### config.mk
export PLATFORM = sky130hd
export DESIGN_NAME = updown_burst_sched
export DESIGN_NICKNAME = d
export VERILOG_FILES = /design/src/rtl/updown_sched_pkg.sv /design/src/rtl/updown_burst_sched_rr_arbiter.sv /design/src/rtl/updown_burst_sched.sv
export SDC_FILE = /design/constraint.sdc
export NUM_CORES = 1
export LEC_CHECK = 0
export BUFFER_PORTS_ARGS = -buffer_cell sky130_fd_sc_hd__buf_2
export CAP_MARGIN = 20
export CORE_UTILIZATION = 55
export CTS_CLUSTER_DIAMETER = 60
export DETAILED_ROUTE_END_ITERATION = 16
export PLACE_DENSITY = 0.85
export RECOVER_POWER = 50
export SYNTH_ARGS = -nofsm -noshare
export SYNTH_HDL_FRONTEND = slang
export SYNTH_SLANG_ARGS = --single-unit
### constraint.sdc
create_clock -name clock -period 7.4 [get_ports clock]
set_clock_uncertainty 0.2 [all_clocks]
set_input_delay 1.11 -clock clock [delete_from_list [all_inputs] [get_ports clock]]
set_output_delay 1.11 -clock clock [all_outputs]
set_load 0.01 [all_outputs]
### src/rtl/updown_sched_pkg.sv
// Shared types for the up/down burst scheduler: FSM state encoding and burst direction codes.
package updown_sched_pkg;

  typedef enum logic [1:0] {
    IDLE,
    RUN,
    DONE
  } state_t;

  localparam logic INST_UP   = 1'b0;
  localparam logic INST_DOWN = 1'b1;

endpackage

### src/rtl/updown_burst_sched_rr_arbiter.sv
// Combinational round-robin arbiter: first asserted request at or after ptr wins.
// The rotating pointer register is owned by the instantiating module.
module rr_arbiter #(
  parameter int NUM_REQ = 4
) (
  input  logic [NUM_REQ-1:0]         req,
  input  logic [$clog2(NUM_REQ)-1:0] ptr,
  output logic [NUM_REQ-1:0]         grant,
  output logic [$clog2(NUM_REQ)-1:0] grant_idx,
  output logic                       any
);

  localparam int IW = $clog2(NUM_REQ);

  always_comb begin
    int unsigned idx;
    grant     = '0;
    grant_idx = '0;
    any       = 1'b0;
    for (int unsigned k = 0; k < NUM_REQ; k++) begin
      idx = (32'(ptr) + k) % NUM_REQ;
      if (!any && req[idx]) begin
        any        = 1'b1;
        grant[idx] = 1'b1;
        grant_idx  = IW'(idx);
      end
    end
  end

endmodule

### src/rtl/updown_burst_sched.sv
// Shares one up/down count register among NUM_REQ burst requesters via round-robin grants.
// Define UPDOWN_SCHED_SAT_EN to saturate at 0 / all-ones instead of wrapping (sets sticky sat).
module updown_burst_sched
  import updown_sched_pkg::*;
#(
  parameter int NUM_REQ = 4,
  parameter int WIDTH   = 32,
  parameter int LEN_W   = 8
) (
  input  logic                       clock,
  input  logic                       reset,
  input  logic [NUM_REQ-1:0]         req_valid,
  input  logic [NUM_REQ-1:0]         req_inst,
  input  logic [NUM_REQ*LEN_W-1:0]   req_len,
  output logic [NUM_REQ-1:0]         req_ready,
  output logic [NUM_REQ-1:0]         done,
  input  logic                       clr,
  output logic                       busy,
  output logic [$clog2(NUM_REQ)-1:0] owner,
  output logic [WIDTH-1:0]           value,
  output logic                       sat
);

  localparam int IW = $clog2(NUM_REQ);

  state_t             state, state_nx;
  logic [IW-1:0]      rr_ptr, grant_idx;
  logic [NUM_REQ-1:0] grant;
  logic               any_req, accept, inst_q;
  logic [LEN_W-1:0]   rem, len_sel;
  logic [WIDTH-1:0]   stepped;

  rr_arbiter #(.NUM_REQ(NUM_REQ)) u_arb (
    .req      (req_valid),
    .ptr      (rr_ptr),
    .grant    (grant),
    .grant_idx(grant_idx),
    .any      (any_req)
  );

  always_comb begin
    len_sel = '0;
    for (int unsigned i = 0; i < NUM_REQ; i++)
      if (grant_idx == IW'(i)) len_sel = req_len[i*LEN_W +: LEN_W];
  end

  always_ff @(posedge clock or negedge reset) begin
    if (!reset) state <= IDLE;
    else        state <= state_nx;
  end

  // reset gates the accept so req_ready stays low while reset is held
  always_comb begin
    state_nx  = state;
    req_ready = '0;
    done      = '0;
    accept    = 1'b0;
    unique case (state)
      IDLE: begin
        if (any_req && reset) begin
          accept    = 1'b1;
          req_ready = grant;
          state_nx  = (len_sel == '0) ? DONE : RUN;
        end
      end
      RUN: begin
        if (rem == LEN_W'(1)) state_nx = DONE;
      end
      DONE: begin
        done[owner] = 1'b1;
        state_nx    = IDLE;
      end
      default: state_nx = IDLE;
    endcase
  end

  assign busy = (state != IDLE);

`ifdef UPDOWN_SCHED_SAT_EN
  logic blocked, sat_q;

  assign blocked = (inst_q == INST_DOWN) ? (value == '0) : (value == '1);

  always_comb begin
    if (blocked)                 stepped = value;
    else if (inst_q == INST_DOWN) stepped = value - WIDTH'(1);
    else                          stepped = value + WIDTH'(1);
  end

  always_ff @(posedge clock or negedge reset) begin
    if (!reset)                              sat_q <= 1'b0;
    else if (state == RUN && !clr && blocked) sat_q <= 1'b1;
  end

  assign sat = sat_q;
`else
  always_comb begin
    stepped = (inst_q == INST_DOWN) ? value - WIDTH'(1) : value + WIDTH'(1);
  end

  assign sat = 1'b0;
`endif

  always_ff @(posedge clock or negedge reset) begin
    if (!reset) begin
      rr_ptr <= '0;
      owner  <= '0;
      inst_q <= INST_UP;
      rem    <= '0;
      value  <= '0;
    end else begin
      if (accept) begin
        owner  <= grant_idx;
        inst_q <= req_inst[grant_idx];
        rem    <= len_sel;
        rr_ptr <= (grant_idx == IW'(NUM_REQ - 1)) ? '0 : grant_idx + IW'(1);
      end
      if (state == RUN) rem <= rem - LEN_W'(1);
      // clr wins over the step but leaves the burst running
      if (clr)                value <= '0;
      else if (state == RUN)  value <= stepped;
    end
  end

endmodule

==> impl_metrics.tcl, run 1 <==
set metrics [dict create \
    place_ws_ns 2.45 \
    async_flop_share_pct 100 \
    hold_buffers 0 \
    p_total_w 0.000528 \
    drt_wl_total_um 10900 \
    drt_iter0_drc 201 \
    n_antenna_cell 0 \
    cts_tree "yes" \
    violations "capacitance limit, slew limit" \
    grt_usage_pct 26.0 \
    slew_viol_final 38 \
    avgSynthCellArea_sq_um 7.90 \
    leakagePower_nw 2.34 \
    netlist_area_sq_um 4500 \
    via_count 4486 \
    timing.final.ws_setup_ns 2.42 \
    worstHoldStart "rem[1]" \
    seq_area_sq_um 1180 \
    wl_per_cell_um 14.9 \
    dp_hpwl_um 8150 \
    rr_endpoint "state[1]" \
    ys_types 68 \
    r2r_slack_ns 2.42 \
    syn_nets 658 \
    post_cts_buffers 0 \
    synthFlopType "dfrtp_1" \
    grt_pass1_wl_um 18300 \
    die_area_sq_um 8560 \
    drc_errors 0 \
    period_share_pct 67.3 \
    grt_pass1_vias 4083 \
    relSlewSlack_pct -3.63 \
    cts_inserted_buffers 5 \
    reg2reg_from "rr_ptr[0]" \
    placed_area_sq_um 4950 \
    end_kind "flip-flop" \
    io_pins 87 \
    min_path_type "reg -> reg" \
    cts_root_buffer "clkbuf_8" \
    stdcell_area_sq_um 5040 \
    fin_tns_setup_ns 0 \
    clock_sinks 47 \
    synth_cells 570 \
    worstSetupPathType "reg -> reg" \
    numPortBuffers 85 \
    viasPerCell 6.09 \
    ir_drop_v 0.0000652 \
    setup_viol 0 \
    cp_max_fo 26 \
    fmax_mhz 201 \
    seq_area_frac_synth_pct 26.1 \
    synth-edff-count 0 \
    multi_input_area_sq_um 3100 \
    synth.area.top_cells "dfrtp_1, ha_1, a21oi_1, nand2_1, nor2_1" \
    ys_ff_latch 47 \
    cts.clk_slew.worst_paths_ns 0.09 \
    die_h_um 92.5 \
    hold-path-endpoint "rem[1]" \
    start_util_pct 57.7 \
    path_cells "inv_1 -> ha_1 -> mux4_2 -> a21oi_2 -> nor3_1 -> a21oi_1 -> inv_1 -> ha_1 -> nor2b_1 -> a22oi_1 -> o21ai_0 -> nor4_1 -> o2111a_1 -> a22o_1" \
    final_nets 722 \
    arrival_ns 4.99 \
    max-cap-violations 1 \
    grt_start_max_net_pins 49 \
    hold_depth 2 \
    synth_top_area_cell "dfrtp_1" \
    layout-drive-gt1-share_pct 15.1 \
    slowest_stage "dfrtp_1" \
    final_antenna_net_count 0 \
    grt_overflow 0 \
    fillers 684 \
    htreeDepth 2 \
    synth-warning-count 0 \
    crit_family "compound AO/OA/AOI/OAI gates" \
    clkLatencyLatePin_ns 0.32 \
    worst_slew_pin_slew_ns 1.55 \
    area_delta_synth_final_pct 11.9 \
    hold_viol 0 \
    die_x_um 92.5 \
    powerDensity_nw_per_um2 105 \
    firstDrtPassIters 5 \
    cts_resized 0 \
    cp.required_ns 7.41 \
    status "complete, but fails checks" \
    grt_antenna_before_repair 0 \
    clock_path_buffers 2 \
    rows 32 \
    gp_congestion 0.888 \
    synth_top_cell_area_share_pct 26.1 \
    fin_crit_ns 4.98 \
    rsz0062_at_grt "no" \
    cp_num_buf_inv 2 \
    reg2reg_depth 14 \
    worst_setup_path_start_kind "flip-flop" \
    fp.coreArea_sq_um 7810 \
    slowest_delay_ns 0.89 \
]
-- routing by layer --
| layer | vias to the layer above | wire length (um) | global-route usage, % |
|---|---|---|---|
| li1 | 2205 | - | - |
| met1 | 2084 | 4830 | 33.5 |
| met2 | 172 | 5160 | 44.8 |
| met3 | 25 | 738 | 3.86 |
| met4 | 0 | 214 | 7.94 |
| met5 | - | 0 | 0 |
-- tightest hold or removal path, delay by kind of cell, from the launching register on --
family,cells,cell delay (ns)
simple gates,1,0.07
flops,1,0.37
compound gates,1,0.07
-- cell usage after synthesis, drive strengths merged (6+ instances only) --
cell type  count
nand3         15
nor3          16
ha            44
clkbuf        24
xnor2         17
nor2          49
nor2b         11
buf            8
nand2         70
a21o          10
o21bai         7
o21ai         33
a221oi         6
a211oi        12
inv           23
o211ai         8
and3           7
a21oi         64
dfrtp         47
a22oi         11
mux2i          6
-- state kept, by name (all words and copies together), names as in the netlist --
name    count
value      32
rem         8
rr_ptr      2
inst_q      1
state       2
owner       2
-- stage by stage --
step / hold slack, ns / cells / utilization (%)
final: 0.346 / 737 / 64.5
after global routing: 0.368 / 737 / 64.5
after CTS: 0.350 / 737 / 64.8
after detailed placement: 0.327 / 729 / 63.3
after global placement: 0.313 / 729 / 63.3
after floorplan: 0.291 / 570 / -
-- cell type report --
type                    count  share of cell area [%]
clock buffers               5                    1.37
clock inverters             3                   0.944
inverters                  23                    1.71
multi-input cells         468                    61.5
flip-flops and latches     47                    23.3
well taps                 102                    2.53
repair buffers             89                    8.57
-- where the power goes --
group / switching, W / internal [W] / leakage (nW)
clock network: 0.0000992 / 0.000103 / 0.0587
logic: 0.0000397 / 0.0000269 / 1.66
registers: 0.00000182 / 0.000258 / 0.624
total: 0.000141 / 0.000387 / 2.34
-- cells in the final DEF, fill, tap and decap left out, types with 7 or more instances in the layout --
| cell | netlist | final |
|---|---|---|
| nand2_1 | 70 | 70 |
| buf_2 | 4 | 66 |
| a21oi_1 | 62 | 62 |
| nor2_1 | 47 | 47 |
| dfrtp_1 | 47 | 47 |
| ha_1 | 44 | 44 |
| o21ai_0 | 28 | 28 |
| inv_1 | 23 | 23 |
| clkbuf_1 | 24 | 19 |
| xnor2_1 | 17 | 17 |
| nor3_1 | 16 | 16 |
| nand3_1 | 14 | 14 |
| a22oi_1 | 11 | 11 |
| a211oi_1 | 11 | 11 |
| nor2b_1 | 11 | 10 |
| a21o_1 | 10 | 10 |
| o211ai_1 | 8 | 8 |
| and3_1 | 7 | 7 |
| o21bai_1 | 7 | 7 |
-- worst max-delay path by stage --
stage	from	end	slack [ns]	depth (start not counted)
final	rr_ptr[0]	state[1]	2.42	14
after global routing	rr_ptr[0]	state[1]	1.96	16
after CTS	rr_ptr[0]	state[1]	2.44	14
after detailed placement	rr_ptr[0]	state[1]	2.45	14
after global placement	rr_ptr[0]	state[1]	2.68	16
after floorplan	rr_ptr[0]	state[1]	2.93	19
-- cell families (layout without fill, tap and decap cells) --
kind of cell             Yosys count  count (layout)  synth area share [%]
other                              1               1                0.0833
multiplexers                      11              11                  3.36
AO/OA/AOI/OAI                    188             188                  27.2
XOR/XNOR                          22              22                  4.28
adder cells (fa/ha/maj)           45              45                  12.7
buffers and inverters             55             120                  5.11
AND/OR/NAND/NOR                  201             201                  21.2
flip-flops                        47              47                  26.1
No activity file was read; power rests on OpenSTA's default activity.
==> inputs of run 2 (changes only) <==
Settings changed: CORE_UTILIZATION 55 to 51, PLACE_DENSITY 0.85 to 0.83.
Clock period 7.4 ns to 4 ns, I/O delays scaled along.
==> impl_metrics.tcl, run 2 (synthesized netlist as in run 1, its figures left out) <==
set metrics [dict create \
    placedCellCount 738 \
    worst_slew_pin_slew_ns 2.51 \
    viasPerCell 5.98 \
    n_antenna_cell 0 \
    met1Wirelength_um 5050 \
    cts_tree "yes" \
    grt_usage_pct 25.1 \
    min_path_type "reg -> reg" \
    fillers 750 \
    die_x_um 96.0 \
    fin_tns_setup_ns 0 \
    rsz0062_at_grt "no" \
    arrival_ns 3.71 \
    final_cells 751 \
    dp_hpwl_um 8430 \
    max-cap-violations 1 \
    cp_max_fo 16 \
    wl_met3_um 608 \
    final_antenna_net_count 0 \
    worst_setup_path_start_kind "flip-flop" \
    grt_pass1_wl_um 18600 \
    relSlewSlack_pct -67.4 \
    layout_common_cells "nand2_1, buf_2, a21oi_1, nor2_1, dfrtp_1" \
    cts_inserted_buffers 5 \
    hold_viol 0 \
    end_kind "flip-flop" \
    grt_pass1_vias 4224 \
    fin_crit_ns 3.72 \
    firstDrtPassIters 4 \
    die_area_sq_um 9210 \
    hold_ws_ns 0.340 \
    top_register "value" \
    die_h_um 96.0 \
    ir_drop_v 0.000166 \
    wl_per_cell_um 14.9 \
    setup_viol 0 \
    io_pins 87 \
    violations "capacitance limit, slew limit" \
    via_count 4490 \
    grt_overflow 0 \
    top_layer "met4" \
    drt_wl_total_um 11200 \
    gp_congestion 0.912 \
    rows 33 \
    numPortBuffers 85 \
    stdcell_area_sq_um 5130 \
    cts_root_buffer "clkbuf_8" \
    final_common_cell "nand2_1" \
    start_util_pct 53.7 \
    powerDensity_nw_per_um2 191 \
    cp.required_ns 3.99 \
    status "complete, but fails checks" \
    clkLatencyLatePin_ns 0.30 \
    largest_register_ffs 32 \
    layout-drive-gt1-share_pct 16.7 \
    clock_path_buffers 2 \
    drc_errors 0 \
    area_delta_synth_final_pct 13.9 \
    drt_iter0_drc 210 \
    fp.coreArea_sq_um 8380 \
    final_nets 733 \
    placed_area_sq_um 5000 \
    hold_buffers 0 \
    htreeDepth 2 \
    met2_length_um 5320 \
    clock_sinks 47 \
    seq_area_sq_um 1180 \
    multi_input_area_sq_um 3110 \
    fmax_mhz 269 \
    leakagePower_nw 2.37 \
    reg_top3 "value: 32 flops, rem: 8 flops" \
    period_share_pct 93.0 \
    slew_viol_final 48 \
    grt_antenna_before_repair 0 \
    cts.clk_slew.worst_paths_ns 0.10 \
    worstSetupPathType "reg -> reg" \
    grt_start_max_net_pins 48 \
]
[run 2: cell count changes in the layout (fill, tap and decap cells not counted), sizes merged]
cell,previous run,this run
clkinvlp,0,1
clkbuf,24,28
buf,70,77
clkinv,1,0
[run 2: cell type report]
class	count	share of cell area, %
clock buffer	5	1.34
clock inverter	3	0.903
sequential	47	23.0
inverter	23	1.68
tap	105	2.56
multi-input combinational	468	60.7
timing repair buffer	100	9.88
[run 2: metal layers]
layer	vias up	global-route usage, %
met3	24	4.34
li1	2232	-
met5	-	0
met1	2083	31.4
met4	0	8.08
met2	151	43.8
[run 2: power by group]
group / internal [W] / leakage (nW) / switching [W] / total, W
Sequential: 0.000477 / 0.622 / 0.00000391 / 0.000481
Clock: 0.000189 / 0.0548 / 0.000181 / 0.000369
Combinational: 0.0000537 / 1.70 / 0.0000766 / 0.000130
Total: 0.000720 / 2.37 / 0.000261 / 0.000981
[run 2: through the flow]
stage               util, %  total power (W)  setup WS [ns]
floorplan                 -         0.000566         0.0113
global placement       59.7         0.000613          0.158
detailed placement     59.7         0.000617         0.0431
CTS                    61.0         0.000985         0.0197
global route           61.2          0.00103         0.0195
finish                 61.2         0.000981          0.280
[run 2: critical path, cell delays in order (launching register included)]
cell	delay, ns
dfrtp_2	0.37
inv_1	0.10
ha_1	0.36
mux4_2	0.60
o221ai_1	0.18
nand2_1	0.07
o31ai_1	0.20
inv_1	0.18
ha_2	0.31
a221oi_1	0.27
nor3_1	0.07
a21oi_1	0.23
and2_1	0.18
o2111a_1	0.21
o22ai_1	0.08
[run 2: repair_timing]
action	4_1_cts	5_1_grt
setup endpoints to repair	0	6
gates resized for setup	0	3
endpoints found under the hold margin	0	0
buffers inserted	0	5
[run 2: final timing paths]
kind | start | end | slack [ns] | depth (start not counted)
max in group asynchronous | reset | rr_ptr[0] | 0.90 | 2
min | value[28] | value[28] | 0.34 | 1
max reg2reg | rr_ptr[0] | state[0] | 0.28 | 14
min in group asynchronous | reset | value[8] | 1.11 | 2
min reg2reg | value[28] | value[28] | 0.34 | 1
max | rr_ptr[0] | state[0] | 0.28 | 14
==> inputs of run 3 (changes only) <==
Settings changed: CORE_MARGIN set to 3.
==> impl_metrics.tcl, run 3 (synthesized netlist as in run 1, its figures left out) <==
set metrics [dict create \
    fillers 745 \
    drt_iter0_drc 191 \
    ir_drop_v 0.000179 \
    use_met1_pct 28.9 \
    numPortBuffers 85 \
    slew_viol_final 48 \
    seqPwrFrac_pct 49.1 \
    clock_sinks 47 \
    cts.clk_slew.worst_paths_ns 0.09 \
    cts_root_buffer "clkbuf_8" \
    grt_pass1_vias 4281 \
    hold_buffers 0 \
    die_x_um 100 \
    area_delta_synth_final_pct 13.4 \
    worst_slew_pin_slew_ns 2.50 \
    clock_path_buffers 2 \
    final_nets 730 \
    firstDrtPassIters 5 \
    clkLatencyLatePin_ns 0.31 \
    p_clk_share_pct 37.7 \
    final_common_cell "nand2_1" \
    fin_util_pct 61.0 \
    largest_register_ffs 32 \
    final_antenna_net_count 0 \
    period_share_pct 94.3 \
    via_count 4559 \
    grt_antenna_before_repair 0 \
    rows 33 \
    violations "capacitance limit, slew limit" \
    die_h_um 100 \
    grt_overflow 0 \
    cp_max_fo 9 \
    p_sw_share_pct 26.8 \
    grt_pass1_wl_um 19000 \
    layout-drive-gt1-share_pct 16.5 \
    powerDensity_nw_per_um2 192 \
    setup_viol 0 \
    wl_per_cell_um 15.2 \
    die_area_sq_um 10000 \
    drc_errors 0 \
    p_sw_w 0.000263 \
    reg_top3 "value: 32 flops, rem: 8 flops" \
    htreeDepth 2 \
    r2r_slack_ns 0.23 \
    n_antenna_cell 0 \
    start_util_pct 53.7 \
    arrival_ns 3.76 \
    fin_crit_ns 3.77 \
    fin_tns_setup_ns 0 \
    drt_wl_total_um 11400 \
    layout_common_cells "nand2_1, buf_2, a21oi_1, nor2_1, dfrtp_1" \
    worst_setup_path_start_kind "flip-flop" \
    p_total_w 0.000981 \
    dp_hpwl_um 8560 \
    viasPerCell 6.09 \
    min_path_type "reg -> reg" \
    p_int_w 0.000719 \
    stdcell_area_sq_um 5110 \
    io_pins 87 \
    fp.coreArea_sq_um 8380 \
    fmax_mhz 265 \
    cts_tree "yes" \
    seq_area_sq_um 1180 \
    leakagePower_nw 2.36 \
    cp.required_ns 3.98 \
    grt_start_max_net_pins 48 \
    relSlewSlack_pct -66.7 \
    multi_input_area_sq_um 3120 \
    status "complete, but fails checks" \
    gp_congestion 0.946 \
    grt_usage_pct 22.6 \
    end_kind "flip-flop" \
    grt_use_met3_pct 2.85 \
    worstSetupPathType "reg -> reg" \
    hold_viol 0 \
    grt_most_used_layer "met2" \
    grtUsageMet2_pct 39.0 \
    top_register "value" \
    p_comb_share_pct 13.2 \
    cts_inserted_buffers 5 \
    max-cap-violations 1 \
    placed_area_sq_um 5000 \
]
[run 3: cell count changes in the layout (fill, tap and decap cells not counted), sizes merged]
cell / delta
buf: -3
[run 3: path summary, 6_finish.rpt]
check,start,end,cells past startpoint
max,rr_ptr[0],state[0],16
min,value[17],value[17],2
max reg2reg,rr_ptr[0],state[0],16
min reg2reg,value[17],value[17],2
max in group asynchronous,reset,rr_ptr[0],2
min in group asynchronous,reset,value[23],2
[run 3: repair_timing]
item | CTS | global route
endpoints found under the setup margin | 1 | 2
gates cloned | 0 | 0
gates resized for setup | 1 | 3
setup buffers | 0 | 2
pin swaps | 0 | 1
[run 3: per-layer routing]
layer	part of all wire, %	up-vias	wire length (um)
li1	-	2225	-
met1	44	2124	4970
met2	47	189	5410
met5	0	-	0
met3	6.7	21	758
met4	2.3	0	261
[run 3: through the flow]
step / hold WS [ns] / instances / worst slack [ns]
5_1_grt: 0.366 / 748 / -0.0553
3_5_place_dp: 0.324 / 738 / 0.000693
2_1_floorplan: 0.104 / 570 / 0.0113
3_3_place_gp: 0.312 / 738 / 0.166
6_report: 0.350 / 748 / 0.227
4_1_cts: 0.262 / 746 / 0.104
[run 3: worst max-delay path: stages, from the launching register on]
cell	delay [ns]
dfrtp_2	0.37
inv_1	0.10
ha_1	0.37
mux4_2	0.60
a21oi_2	0.22
nor3_1	0.09
a21oi_2	0.22
inv_1	0.12
ha_2	0.20
buf_4	0.16
a22oi_1	0.19
nor2_1	0.08
a21oi_2	0.14
nand2_1	0.06
nor4_1	0.18
o2111a_1	0.26
o22ai_1	0.08
[run 3: cell type report]
cell class / count / share of cell area [%]
clock buffer: 5 / 1.35
clock inverter: 3 / 0.906
timing repair buffer: 97 / 9.48
sequential: 47 / 23.0
multi-input combinational: 468 / 61.0
tap: 105 / 2.57
inverter: 23 / 1.69
[run 3: power by group through the flow]
stage                     clock, W  sequential, W  combinational [W]
after floorplan                  0       0.000491          0.0000749
after global placement           0       0.000490           0.000122
after detailed placement         0       0.000490           0.000126
after CTS                 0.000383       0.000481           0.000127
after global routing      0.000394       0.000482           0.000145
final                     0.000370       0.000481           0.000130
